$ cat config.mk
export PLATFORM = sky130hd
export DESIGN_NAME = ram_sync_dp_be_flat
export DESIGN_NICKNAME = d
export VERILOG_FILES = /design/src/rtl/ram_sync_dp_be_if.sv /design/src/rtl/ram_sync_dp_be.sv /design/src/flat_wrapper.sv
export SDC_FILE = /design/constraint.sdc
export NUM_CORES = 1
export LEC_CHECK = 0
export ABC_AREA = 1
export BUFFER_PORTS_ARGS = -buffer_cell sky130_fd_sc_hd__buf_2
export CAP_MARGIN = 20
export CELL_PAD_IN_SITES_DETAIL_PLACEMENT = 0
export CELL_PAD_IN_SITES_GLOBAL_PLACEMENT = 1
export CORE_MARGIN = 2
export CORE_UTILIZATION = 43
export DETAILED_ROUTE_END_ITERATION = 6
export GPL_TIMING_DRIVEN = 0
export HOLD_SLACK_MARGIN = 0.12
export PLACE_DENSITY_LB_ADDON = 0.1
export SKIP_LAST_GASP = 1
export SYNTH_ARGS = -nofsm -noshare
export SYNTH_HDL_FRONTEND = slang
export SYNTH_SLANG_ARGS = --single-unit
$ cat constraint.sdc
create_clock -name clock -period 2 [get_ports clock]
set_clock_uncertainty 0.15 [all_clocks]
set_input_delay 0.4 -clock clock [delete_from_list [all_inputs] [get_ports clock]]
set_output_delay 0.4 -clock clock [all_outputs]
set_load 0.05 [all_outputs]
$ cat src/rtl/ram_sync_dp_be_if.sv
// Bus bundle for ram_sync_dp_be: write port, read port and status.
// The master drives requests; the slave (the RAM) returns data and status.
interface ram_sync_dp_be_if #(
  parameter int AWIDTH = 3,
  parameter int DWIDTH = 32
);
  localparam int NBYTES = DWIDTH / 8;

  logic              wr_en;
  logic [AWIDTH-1:0] wr_addr;
  logic [NBYTES-1:0] wr_be;
  logic [DWIDTH-1:0] din;
  logic              rd_en;
  logic [AWIDTH-1:0] rd_addr;
  logic [DWIDTH-1:0] dout;
  logic              rd_valid;
  logic              ready;

  modport master (
    output wr_en, wr_addr, wr_be, din, rd_en, rd_addr,
    input  dout, rd_valid, ready
  );

  modport slave (
    input  wr_en, wr_addr, wr_be, din, rd_en, rd_addr,
    output dout, rd_valid, ready
  );
endinterface

$ cat src/rtl/ram_sync_dp_be.sv
// Simple-dual-port synchronous RAM with per-byte write enables, selectable
// read-during-write behaviour, optional output register and a clear-on-reset
// sequencer that walks every address writing INIT_VALUE.
module ram_sync_dp_be #(
  parameter int              AWIDTH         = 3,
  parameter int              DWIDTH         = 32,
  parameter int              RDW_MODE       = 0,
  parameter int              OUT_REG        = 0,
  parameter int              CLEAR_ON_RESET = 1,
  parameter logic [DWIDTH-1:0] INIT_VALUE   = '0
) (
  input  logic             clock,
  input  logic             reset_n,
  ram_sync_dp_be_if.slave  bus
);
  localparam int DEPTH  = 2 ** AWIDTH;
  localparam int NBYTES = DWIDTH / 8;

  typedef enum logic {ST_CLEAR, ST_READY} state_t;

  state_t            r_state;
  state_t            w_state_next;
  logic [AWIDTH-1:0] r_clr_cnt;
  logic [AWIDTH-1:0] w_clr_cnt_next;
  logic              r_ready;
  logic              w_ready_next;

  logic              w_wr_accept;
  logic              w_rd_accept;
  logic              w_mem_we;
  logic [AWIDTH-1:0] w_mem_addr;
  logic [NBYTES-1:0] w_mem_be;
  logic [DWIDTH-1:0] w_mem_din;
  logic [DWIDTH-1:0] w_rd_word;

  logic [DWIDTH-1:0] r_mem [DEPTH];
  logic [DWIDTH-1:0] r_dout;
  logic              r_rd_valid;

  // Requests are honoured only while the ports are advertised as ready.
  assign w_wr_accept = r_ready & bus.wr_en;
  assign w_rd_accept = r_ready & bus.rd_en;

  // State, clear counter and ready flag registers.
  always_ff @(posedge clock) begin
    if (!reset_n) begin
      r_state   <= (CLEAR_ON_RESET != 0) ? ST_CLEAR : ST_READY;
      r_clr_cnt <= '0;
      r_ready   <= 1'b0;
    end else begin
      r_state   <= w_state_next;
      r_clr_cnt <= w_clr_cnt_next;
      r_ready   <= w_ready_next;
    end
  end

  // Next-state logic and selection of the memory write source.
  // NOTE: every output of a combinational block gets a default first so no latch is inferred.
  always_comb begin
    w_state_next   = r_state;
    w_clr_cnt_next = r_clr_cnt;
    w_mem_we       = 1'b0;
    w_mem_addr     = bus.wr_addr;
    w_mem_be       = bus.wr_be;
    w_mem_din      = bus.din;
    case (r_state)
      ST_CLEAR: begin
        w_mem_we       = 1'b1;
        w_mem_addr     = r_clr_cnt;
        w_mem_be       = '1;
        w_mem_din      = INIT_VALUE;
        w_clr_cnt_next = r_clr_cnt + 1'b1;
        if (r_clr_cnt == AWIDTH'(DEPTH - 1)) w_state_next = ST_READY;
      end
      ST_READY: begin
        w_mem_we = w_wr_accept;
      end
      default: w_state_next = ST_READY;
    endcase
    w_ready_next = (w_state_next == ST_READY);
  end

  // Byte-masked memory write.
  // NOTE: the array has no reset; deterministic contents come from the clear sequencer.
  always_ff @(posedge clock) begin
    if (reset_n && w_mem_we) begin
      for (int b = 0; b < NBYTES; b++) begin
        if (w_mem_be[b]) r_mem[w_mem_addr][8*b +: 8] <= w_mem_din[8*b +: 8];
      end
    end
  end

  // Word presented to the read register; in write-through mode a same-address
  // write is merged byte-wise on top of the stored word.
  // NOTE: the write above is non-blocking, so reading r_mem here on the same edge yields the pre-write word.
  always_comb begin
    w_rd_word = r_mem[bus.rd_addr];
    if ((RDW_MODE != 0) && w_wr_accept && (bus.wr_addr == bus.rd_addr)) begin
      for (int b = 0; b < NBYTES; b++) begin
        if (bus.wr_be[b]) w_rd_word[8*b +: 8] = bus.din[8*b +: 8];
      end
    end
  end

  generate
    if (OUT_REG != 0) begin : g_out_reg
      logic [DWIDTH-1:0] r_pipe_data;
      logic              r_pipe_valid;

      // Two-stage read: array register, then output register; no stall.
      always_ff @(posedge clock) begin
        if (!reset_n) begin
          r_pipe_data  <= '0;
          r_pipe_valid <= 1'b0;
          r_dout       <= '0;
          r_rd_valid   <= 1'b0;
        end else begin
          r_pipe_valid <= w_rd_accept;
          if (w_rd_accept) r_pipe_data <= w_rd_word;
          r_rd_valid   <= r_pipe_valid;
          if (r_pipe_valid) r_dout <= r_pipe_data;
        end
      end
    end else begin : g_no_out_reg
      // Single-stage read; dout only moves when a read completes.
      always_ff @(posedge clock) begin
        if (!reset_n) begin
          r_dout     <= '0;
          r_rd_valid <= 1'b0;
        end else begin
          r_rd_valid <= w_rd_accept;
          if (w_rd_accept) r_dout <= w_rd_word;
        end
      end
    end
  endgenerate

  assign bus.dout     = r_dout;
  assign bus.rd_valid = r_rd_valid;
  assign bus.ready    = r_ready;
endmodule

$ cat src/flat_wrapper.sv
// flat-port wrapper written by rule: the top's interface ports become plain ports
module ram_sync_dp_be_flat 
#(
  parameter int              AWIDTH         = 3,
  parameter int              DWIDTH         = 32,
  parameter int              RDW_MODE       = 0,
  parameter int              OUT_REG        = 0,
  parameter int              CLEAR_ON_RESET = 1,
  parameter logic [DWIDTH-1:0] INIT_VALUE   = '0
)
  (clock, reset_n, bus_wr_en, bus_wr_addr, bus_wr_be, bus_din, bus_rd_en, bus_rd_addr, bus_dout, bus_rd_valid, bus_ready);
  ram_sync_dp_be_if #(.AWIDTH(AWIDTH), .DWIDTH(DWIDTH)) bus_i ();
  input  logic clock;
  input  logic reset_n;
  input wire logic [$bits(bus_i.wr_en)-1:0] bus_wr_en;
  input wire logic [$bits(bus_i.wr_addr)-1:0] bus_wr_addr;
  input wire logic [$bits(bus_i.wr_be)-1:0] bus_wr_be;
  input wire logic [$bits(bus_i.din)-1:0] bus_din;
  input wire logic [$bits(bus_i.rd_en)-1:0] bus_rd_en;
  input wire logic [$bits(bus_i.rd_addr)-1:0] bus_rd_addr;
  output wire logic [$bits(bus_i.dout)-1:0] bus_dout;
  output wire logic [$bits(bus_i.rd_valid)-1:0] bus_rd_valid;
  output wire logic [$bits(bus_i.ready)-1:0] bus_ready;
  assign bus_i.wr_en = bus_wr_en;
  assign bus_i.wr_addr = bus_wr_addr;
  assign bus_i.wr_be = bus_wr_be;
  assign bus_i.din = bus_din;
  assign bus_i.rd_en = bus_rd_en;
  assign bus_i.rd_addr = bus_rd_addr;
  assign bus_dout = bus_i.dout;
  assign bus_rd_valid = bus_i.rd_valid;
  assign bus_ready = bus_i.ready;
  ram_sync_dp_be #(.AWIDTH(AWIDTH), .DWIDTH(DWIDTH), .RDW_MODE(RDW_MODE), .OUT_REG(OUT_REG), .CLEAR_ON_RESET(CLEAR_ON_RESET), .INIT_VALUE(INIT_VALUE)) u_core (.clock(clock), .reset_n(reset_n), .bus(bus_i));
endmodule
==> metrics.yaml <==
end_kind: "flop"
grt_max_degree: 16
rows: 62
drv_cap: 0
routedWlPerCell_um: 18.6
netlist_area_um2: 12600
fin_tns_setup_ps: -9.16
die_h_um: 175
wl_um: 34600
routabilityCongestion: 0.781
totalPowerFinal_mw: 13.7
slowest_delay_ps: 360
critPathLaunch: "u_core.r_state"
area_growth_pct: 24.0
setup_slack_ps: -3.94
max_freq_ghz: 0.499
crit_chain: "inv_4 > nor2_1 > nor2_2 > o21ai_2 > nor2_4 > buf_12"
min_path_cells: 3
h-tree-depth: 1
status: "finished with violations"
cp-start-kind: "flop"
crit_type: "reg -> reg"
dpl.cell_count: 1760
io_pins: 80
critical_path.max_fanout: 10
postRouteAntennaNets: 0
period_minus_slack_ps: 2000
peakVddDrop_v: 0.000713
swShare_pct: 22.9
cts_root_buf: "clkbuf_16"
violations: "setup timing"
cp.required_ps: 2120
wl_met1_um: 15800
p_seq_share_pct: 50.1
reg2reg_from: "u_core.r_state"
r2r-end: "u_core.r_mem[0][12]"
grt_usage_pct: 23.1
drive_above_1_share_pct: 16.1
cts.clk_slew.worst_paths_ps: 60
synth_seq_cells: 293
holdCritPathClass: "in -> reg"
arrival_ps: 2120
finalSetupViolations: 4
detailedRoute.firstPassIterationCount: 6
pwr_density_cell_nw_per_um2: 875
rsz0062_at_grt: "true"
finalNetCount: 1505
worstHoldEndpoint: "u_core.r_mem[6][29]"
vias: 8969
first_iter_violations: 691
hp-start: "bus_din[29]"
grt_pass1_wl_um: 52200
fin_crit_sh_pct: 100
die_area_um2: 30600
final_hold_viol_count: 0
cts_tree: "yes"
cts_made_buffers: 31
coreArea_um2: 28800
wl_met2_um: 16000
internal_power_mw: 10.5
viasPerCell: 4.81
syn_inst: 1298
grt_pass1_vias: 8664
cts.sinks: 293
drc: 0
routed.top_layer: "met4"
reg2reg_setup_slack_ps: -4
port_buffers: 78
wl_met3_um: 1780
initial_core_util_pct: 43.7
synth-seq-area-share_pct: 67.0
grt_overflow: 0
synth_warnings: 0
synth.distinct_cells: 16
diodes: 0
slew_headroom_pct: 26.0
clockBufferDepth: 3
dp_hpwl_um: 22500
p_clk_share_pct: 41.2
ff2ff_path_depth: 6
antenna_found_initial: 0
slew_violations: 0
clk_latency_ps: 560
slowest_stage: "dfxtp_4"
syn_avg_cell_area_um2: 9.69
synth_fp_nets: 1346
worst_pin_slew_ps: 1110
switchingPower_mw: 3.13
p_comb_share_pct: 8.8
p_leak_nw: 7.18
die_w_um: 175
instances_no_fill: 1865
## layer usage
metal / global-route usage [%] / vias to the layer above
met3: 2.57 / 60
li1: - / 4426
met4: 7.05 / 0
met1: 32.8 / 4238
met2: 37.6 / 245
met5: 0 / -
## cell families (layout without fill, tap and decap cells)
group | Yosys count | in the layout | synth area share [%]
and+or+nand+nor | 570 | 570 | 19.0
adders and majority gates | 2 | 2 | 0.199
buffers and inverters | 359 | 542 | 10.8
AOI/OAI and AO/OA | 74 | 74 | 2.95
DFF | 293 | 293 | 67.0
## registers in the layout, indices dropped and copies added (netlist names)
| name | count |
|---|---|
| u_core.bus.dout | 32 |
| u_core.bus.rd_valid | 1 |
| u_core.r_clr_cnt | 3 |
| u_core.r_mem | 256 |
| u_core.r_state | 1 |
## worst max-delay path by stage
stage,to,slack (ps),cells after the start
after floorplan,u_core.r_mem[4][0],-140,7
after detailed placement,u_core.r_mem[6][20],-920,5
after global placement,u_core.r_mem[7][23],-940,5
after CTS,u_core.r_mem[1][4],9,8
final,u_core.r_mem[0][12],-4,6
after global routing,u_core.r_mem[7][21],-40,7
## worst max-delay path, delay by kind of cell (launching register included)
family | cells | cell delay (ps)
AND/OR/NAND/NOR | 3 | 570
flip-flops | 1 | 360
AO/OA/AOI/OAI | 1 | 330
buffers and inverters | 2 | 290
## metrics by stage
step                hold WS (ps)  utilization, %  setup WS [ps]  cell area, um2
detailed placement           338            46.8           -915           13500
floorplan                    313               -           -141           12600
global placement             330            46.8           -938           13500
CTS                          121            54.1           9.23           15600
finish                       123            54.2          -3.94           15600
global route                 147            54.2          -44.6           15600
## power groups by stage
stage | combinational [mW] | clock, mW | sequential (mW)
floorplan | 0.539 | 0 | 6.97
global placement | 0.921 | 0 | 6.96
detailed placement | 0.925 | 0 | 6.96
CTS | 1.19 | 5.71 | 6.83
global route | 1.30 | 5.96 | 6.84
finish | 1.20 | 5.62 | 6.83
## Yosys cell counts (all sizes together)
| library cell | n | area share [%] |
|---|---|---|
| a21oi | 33 | 1.3 |
| buf | 32 | 1.1 |
| clkbuf | 29 | 0.87 |
| clkinv | 1 | 0.030 |
| dfxtp | 37 | 5.9 |
| edfxtp | 256 | 61 |
| ha | 2 | 0.20 |
| inv | 297 | 8.9 |
| nand2 | 330 | 9.9 |
| nand3 | 192 | 7.6 |
| nor2 | 46 | 1.4 |
| o21ai | 41 | 1.6 |
| or2 | 2 | 0.10 |
## area by class of cell
type,instances,area (um2)
fillers,2474,13200
flip-flops and latches,293,8430
multi-input cells,646,3150
repair buffers,126,1160
inverters,298,1120
clock buffers,42,847
well taps,384,480
plain buffers,61,254
clock inverters,15,151
## placed cells by master (no fill, tap or decap), drive strengths merged
cell         count
clkinvlp         2
or2              2
inv            298
dlygate4sd3      9
clkinv          10
o21ai           41
bufinv           3
buf            148
ha               2
dfxtp           37
nand2          330
nor2            46
edfxtp         256
nand3          192
clkbuf          72
a21oi           33
## timing repair
action,4_1_cts,5_1_grt
gates resized for setup,93,14
pin swaps,33,6
buffers inserted,38,1
cloned,0,0
setup endpoints to repair,496,357
hold buffers,9,0
hold endpoints to repair,59,0
No activity file was read; power rests on OpenSTA's default activity.
